--- src/rtl/gain_ctrl.sv ---
// Sample-rate gain controller: catches the data_valid rising edge, then runs
// one shared signed multiply / shift / saturate per sample. The gain actually
// applied (gain_cur) ramps one code per RAMP_DIV samples toward the user
// target, so gain changes never step abruptly.
module gain_ctrl #(
  parameter int DATA_W       = 10,
  parameter int OFFSET       = 512,
  parameter int GAIN_W       = 4,
  parameter int DEFAULT_GAIN = 4,
  parameter int RAMP_DIV     = 1
) (
  input  logic              sysclk,
  input  logic              reset,
  input  logic              data_valid,
  input  logic [DATA_W-1:0] data_in,
  input  logic              gain_up,
  input  logic              gain_down,
  input  logic              mute,
  output logic [DATA_W-1:0] data_out,
  output logic              data_ready,
  output logic [GAIN_W-1:0] gain_cur,
  output logic              busy,
  output logic              overrun
);
  // Product holds a signed DATA_W sample times an unsigned GAIN_W code.
  localparam int PW = DATA_W + GAIN_W + 1;

  localparam logic [DATA_W-1:0]    OFF   = DATA_W'(OFFSET);
  localparam logic [GAIN_W-1:0]    GMAX  = '1;
  localparam logic [GAIN_W-1:0]    GDEF  = GAIN_W'(DEFAULT_GAIN);
  localparam logic [7:0]           RLAST = 8'(RAMP_DIV - 1);
  localparam logic signed [PW-1:0] SMAX  = PW'((1 << (DATA_W - 1)) - 1);
  localparam logic signed [PW-1:0] SMIN  = ~SMAX;

  typedef enum logic [2:0] {IDLE, CAP, MUL, SAT, OUT} state_t;

  state_t                    state, state_nx;
  logic                      dv_q;
  logic                      sample_edge;
  logic signed [DATA_W-1:0]  x_q;
  logic        [GAIN_W-1:0]  g_q;
  logic signed [PW-1:0]      p_q;
  logic signed [PW-1:0]      sh;
  logic        [DATA_W-1:0]  s_n;
  logic        [DATA_W-1:0]  s_q;
  logic        [GAIN_W-1:0]  target;
  logic        [GAIN_W-1:0]  eff_target;
  logic        [7:0]         ramp_cnt;

  assign sample_edge = data_valid & ~dv_q;
  assign eff_target  = mute ? '0 : target;

  // Edge register loads every cycle, reset included, so a level already high
  // at reset release is not treated as a new sample.
  always_ff @(posedge sysclk) begin
    dv_q <= data_valid;
  end

  // FSM state register.
  always_ff @(posedge sysclk) begin
    if (reset) state <= IDLE;
    else       state <= state_nx;
  end

  // FSM next state: a fixed five-cycle walk once a sample edge is seen.
  always_comb begin
    state_nx = state;
    case (state)
      IDLE:    if (sample_edge) state_nx = CAP;
      CAP:     state_nx = MUL;
      MUL:     state_nx = SAT;
      SAT:     state_nx = OUT;
      OUT:     state_nx = IDLE;
      default: state_nx = IDLE;
    endcase
  end

  // FSM outputs.
  always_comb begin
    data_ready = (state == OUT);
    busy       = (state != IDLE);
  end

  // Divide by four (floor) and clamp into the signed sample range.
  always_comb begin
    sh = p_q >>> 2;
    if (sh > SMAX)      s_n = SMAX[DATA_W-1:0];
    else if (sh < SMIN) s_n = SMIN[DATA_W-1:0];
    else                s_n = sh[DATA_W-1:0];
  end

  // Datapath: capture, multiply, saturate, then publish in offset-binary.
  always_ff @(posedge sysclk) begin
    if (reset) begin
      x_q      <= '0;
      g_q      <= '0;
      p_q      <= '0;
      s_q      <= '0;
      data_out <= OFF;
    end else begin
      case (state)
        CAP: begin
          x_q <= data_in - OFF;
          g_q <= gain_cur;
        end
        MUL: p_q <= $signed({{(GAIN_W+1){x_q[DATA_W-1]}}, x_q}) *
                    $signed({{(DATA_W+1){1'b0}}, g_q});
        SAT: s_q <= s_n;
        OUT: data_out <= s_q + OFF;
        default: ;
      endcase
    end
  end

  // Target follows the up/down pulses regardless of FSM activity.
  always_ff @(posedge sysclk) begin
    if (reset) begin
      target <= GDEF;
    end else begin
      case ({gain_up, gain_down})
        2'b10:   if (target != GMAX) target <= target + 1'b1;
        2'b01:   if (target != '0)   target <= target - 1'b1;
        default: ;
      endcase
    end
  end

  // Ramp gain_cur one code toward the effective target, only at sample output.
  always_ff @(posedge sysclk) begin
    if (reset) begin
      ramp_cnt <= '0;
      gain_cur <= GDEF;
    end else if (state == OUT) begin
      if (ramp_cnt == RLAST) begin
        ramp_cnt <= '0;
        if (gain_cur < eff_target)      gain_cur <= gain_cur + 1'b1;
        else if (gain_cur > eff_target) gain_cur <= gain_cur - 1'b1;
      end else begin
        ramp_cnt <= ramp_cnt + 1'b1;
      end
    end
  end

  // Sticky flag for a sample edge that arrived while a sample was in flight.
  always_ff @(posedge sysclk) begin
    if (reset)                             overrun <= 1'b0;
    else if (sample_edge && state != IDLE) overrun <= 1'b1;
  end
endmodule

--- config.mk ---
export PLATFORM = sky130hd
export DESIGN_NAME = gain_ctrl
export DESIGN_NICKNAME = d
export VERILOG_FILES = /design/src/rtl/gain_ctrl.sv
export SDC_FILE = /design/constraint.sdc
export NUM_CORES = 1
export LEC_CHECK = 0
export ABC_AREA = 1
export BUFFER_PORTS_ARGS = -buffer_cell sky130_fd_sc_hd__buf_2
export CAP_MARGIN = 10
export CORE_MARGIN = 3
export CORE_UTILIZATION = 40
export CTS_CLUSTER_SIZE = 25
export DETAILED_ROUTE_END_ITERATION = 10
export PLACE_DENSITY = 0.59
export SKIP_CTS_REPAIR_TIMING = 1
export SLEW_MARGIN = 20
export SYNTH_ARGS = -nofsm -noshare
export SYNTH_HDL_FRONTEND = slang
export SYNTH_SLANG_ARGS = --single-unit
--- constraint.sdc ---
create_clock -name sysclk -period 4.6 [get_ports sysclk]
set_clock_uncertainty 0.05 [all_clocks]
set_input_delay 0.46 -clock sysclk [delete_from_list [all_inputs] [get_ports sysclk]]
set_output_delay 0.46 -clock sysclk [all_outputs]
set_load 0.01 [all_outputs]
==> flow_summary.rst <==
.. list-table::
   :header-rows: 1

   * - Metric
     - Value
   * - Cell Count, Final, Fillers Out
     - 863
   * - Period utilisation layout
     - 73.95%
   * - Critical path class
     - reg -> reg
   * - Worst reg2reg path depth
     - 19
   * - Worst max-slew margin expressed relative to the limit
     - 36.51%
   * - Cell leakage power
     - 0.002888 uW
   * - Post-placement worst setup slack
     - 1225 ps
   * - Endpoints failing setup
     - 0
   * - Capture endpoint of the worst hold path
     - dv_q$_DFF_P_
   * - Total die area
     - 13090 um^2
   * - Length of the first detailed-routing pass in iterations
     - 4
   * - Pin count of the biggest net entering global routing
     - 37
   * - Worst slack on hold paths
     - 195.8 ps
   * - Count of routing violations after the opening detailed-route iteration
     - 160
   * - Hold WC Path Type
     - in -> reg
   * - Num CTS Buffers
     - 9
   * - Main synth FF type
     - sky130_fd_sc_hd__dfxtp_1
   * - Cell Rows
     - 38
   * - Timing startpoint of the critical path
     - g_q[3]$_SDFFE_PP0N_
   * - Power density over cell area
     - 311.1 nW/um^2
   * - Chip Height
     - 114.4 um
   * - Clock slew seen by the registers of the worst setup and hold paths
     - 60 ps
   * - Hold_sp
     - data_valid
   * - PortBufs
     - 32
   * - Final layout net count
     - 795
   * - Final hold violations
     - 0
   * - Number of cells after detailed placement
     - 848
   * - Global-route usage over all layers
     - 15.52%
   * - I/O pin cnt
     - 33
   * - WL/cell
     - 10.62 um
   * - Vias per inst
     - 4.630
   * - Setup ws final
     - 1198 ps
   * - Vias
     - 3996
   * - Result of the run
     - finished, final reports clean
   * - Maximum fanout along the worst path
     - 11
   * - FMAX
     - 294.0 MHz
   * - Cells after synthesis
     - 693
   * - Unrepaired setup endpoints after global routing
     - no
   * - H-tree levels
     - 3
   * - Maximum ir drop on the vdd rail
     - 0.3161 mV
   * - Die width
     - 114.4 um
   * - DRC Markers
     - 0
   * - Fraction of layout instances using a drive strength above 1
     - 8.437%
   * - Max Cap Viol
     - 0
   * - Number of antenna violations at the first check in global routing
     - 0
   * - Number of enable-type register cells in the synthesized netlist
     - 0
   * - Post-synthesis cell type count
     - 33
   * - Seq/Total Area, Yosys
     - 28.95%
   * - Post-synthesis net count
     - 769
   * - Reg-to-Reg Start
     - g_q[3]$_SDFFE_PP0N_
   * - Worst-skew pair later-pin latency
     - 330 ps
   * - Reg2reg setup slack
     - 1200 ps
   * - Most frequent cells in the layout
     - sky130_fd_sc_hd__nand2_1, sky130_fd_sc_hd__inv_1, sky130_fd_sc_hd__nor2_1
   * - Final Slew Violations
     - 0
   * - Number of storage elements in the synthesis netlist
     - 68
   * - Number of nets with antenna violations after routing
     - 0
   * - Growth of design area from synthesis to finish
     - 13.23%
   * - Via count of the first global-routing pass
     - 3866
   * - Final min period
     - 3402 ps
   * - Overall overflow remaining after global route
     - 0
   * - Proportion of synthesized flip-flops having asynchronous set or reset
     - 0%
   * - Final weighted congestion in routability-driven placement
     - 0.8814
   * - Crit start category
     - register
   * - Type of destination of the critical path
     - register
   * - Tightest Pin Transition
     - 951.3 ps
   * - Critical R2R Capture
     - p_q[8]$_SDFFE_PP0P_
   * - Setup Total Neg Slack
     - 0 ps
   * - Max Buffers Root-to-Sink
     - 2
   * - Most common cell after layout, fill and taps aside
     - sky130_fd_sc_hd__nand2_1
   * - Root Buffer Master
     - sky130_fd_sc_hd__clkbuf_16
   * - Worst endpoint required time
     - 4780 ps
   * - Routed WL
     - 9162 um
   * - Arrival time reported for the critical path endpoint
     - 3580 ps
   * - Clock tree from TritonCTS
     - done
   * - Cell depth of the worst hold path
     - 1
   * - Total number of yosys warnings
     - 0
   * - Core Region
     - 11170 um^2
   * - Synth Cell Area
     - 4702 um^2
   * - Num Clock Sinks
     - 68
   * - Wire length of the first global-routing pass
     - 16860 um
   * - Starting Density
     - 42.08%
   * - Antenna diode count
     - 0
   * - Mean instance size in the synthesized netlist
     - 6.785 um^2
   * - HPWL Detailed
     - 7269 um
==> registers in the layout, indices dropped and copies added (netlist names), 3 cells and up <==
| name | count |
|---|---|
| x_q | 10 |
| g_q | 4 |
| s_q | 10 |
| state | 3 |
| gain_cur | 4 |
| target | 4 |
| ramp_cnt | 8 |
| p_q | 13 |
| data_out | 10 |
==> critical path, stage by stage, from the launching register on <==
cell and delay [ps]:
sky130_fd_sc_hd__dfxtp_1 540, sky130_fd_sc_hd__nand2_1 100, sky130_fd_sc_hd__inv_1 70, sky130_fd_sc_hd__ha_1 240, sky130_fd_sc_hd__fa_1 530, sky130_fd_sc_hd__inv_1 50, sky130_fd_sc_hd__fa_1 530, sky130_fd_sc_hd__inv_1 40
sky130_fd_sc_hd__ha_1 350, sky130_fd_sc_hd__nand2_1 70, sky130_fd_sc_hd__nand2_1 70, sky130_fd_sc_hd__inv_1 40, sky130_fd_sc_hd__nand2_1 120, sky130_fd_sc_hd__inv_1 70, sky130_fd_sc_hd__nor2_1 120, sky130_fd_sc_hd__nor2_1 50
sky130_fd_sc_hd__nand2_1 50, sky130_fd_sc_hd__nand3_1 70, sky130_fd_sc_hd__nand2_1 90, sky130_fd_sc_hd__inv_1 30
==> how the worst max path moves through the flow <==
stage          slack, ps                   end  depth (start not counted)
2_1_floorplan       1370   p_q[8]$_SDFFE_PP0P_                         20
3_3_place_gp        1250   p_q[8]$_SDFFE_PP0P_                         19
3_5_place_dp        1220  p_q[10]$_SDFFE_PP0P_                         17
4_1_cts             1190   p_q[8]$_SDFFE_PP0P_                         19
5_1_grt              870   p_q[8]$_SDFFE_PP0P_                         19
6_report            1200   p_q[8]$_SDFFE_PP0P_                         19
==> area by class of cell <==
type	count	area (um^2)
clock inverter	6	136.4
tap	140	175.2
inverter	139	524.3
multi-input combinational	469	2741
timing repair buffer	32	160.2
sequential	68	1361
clock buffer	9	225.2
fill	1109	5849
==> kinds of logic (layout without fill, tap and decap cells) <==
kind of cell	after synthesis	count (layout)	share of synthesized area, %
AND/OR/NAND/NOR	310	310	27.09
buffers and inverters	156	186	12.75
AO/OA/AOI/OAI	93	93	10.46
flip-flops	68	68	28.95
adder cells (fa/ha/maj)	60	60	19.64
XOR/XNOR	6	6	1.118
==> where the power goes <==
part	leakage [uW]	total (uW)	switching, uW	internal, uW
combinational	0.00216	169	105	64.0
clock	0.000172	839	257	583
sequential	0.000553	647	31.0	616
==> per-layer routing <==
layer	vias to the layer above	GRT usage, %	routed length [um]
met1	1756	20.28	4450
met4	0	3.405	89
met5	-	0	0
met2	55	25.92	4272
li1	2176	-	-
met3	9	3.858	350
==> through the flow <==
step                power [uW]  instance area, um^2  utilization (%)
detailed placement       831.3                 4962            44.41
CTS                       1679                 5324            47.65
global route              1741                 5324            47.65
floorplan                787.9                 4702                -
global placement         824.6                 4962            44.41
finish                    1656                 5324            47.65
==> synthesized netlist by cell type (2+ instances only) <==
cell	instances	share of area, %
sky130_fd_sc_hd__a21oi_1	36	3.8
sky130_fd_sc_hd__a21oi_2	2	0.37
sky130_fd_sc_hd__buf_2	6	0.64
sky130_fd_sc_hd__clkbuf_1	9	0.72
sky130_fd_sc_hd__dfxtp_1	68	29
sky130_fd_sc_hd__fa_1	23	9.8
sky130_fd_sc_hd__ha_1	37	9.8
sky130_fd_sc_hd__inv_1	137	11
sky130_fd_sc_hd__nand2_1	159	13
sky130_fd_sc_hd__nand2_2	2	0.27
sky130_fd_sc_hd__nand3_1	31	3.3
sky130_fd_sc_hd__nand4_1	5	0.67
sky130_fd_sc_hd__nor2_1	103	8.2
sky130_fd_sc_hd__nor2_2	2	0.27
sky130_fd_sc_hd__nor3_2	2	0.43
sky130_fd_sc_hd__o21ai_0	45	4.8
sky130_fd_sc_hd__o21ai_1	3	0.32
sky130_fd_sc_hd__o21bai_1	4	0.64
sky130_fd_sc_hd__xor2_1	5	0.93
No activity file was read; power rests on OpenSTA's default activity.
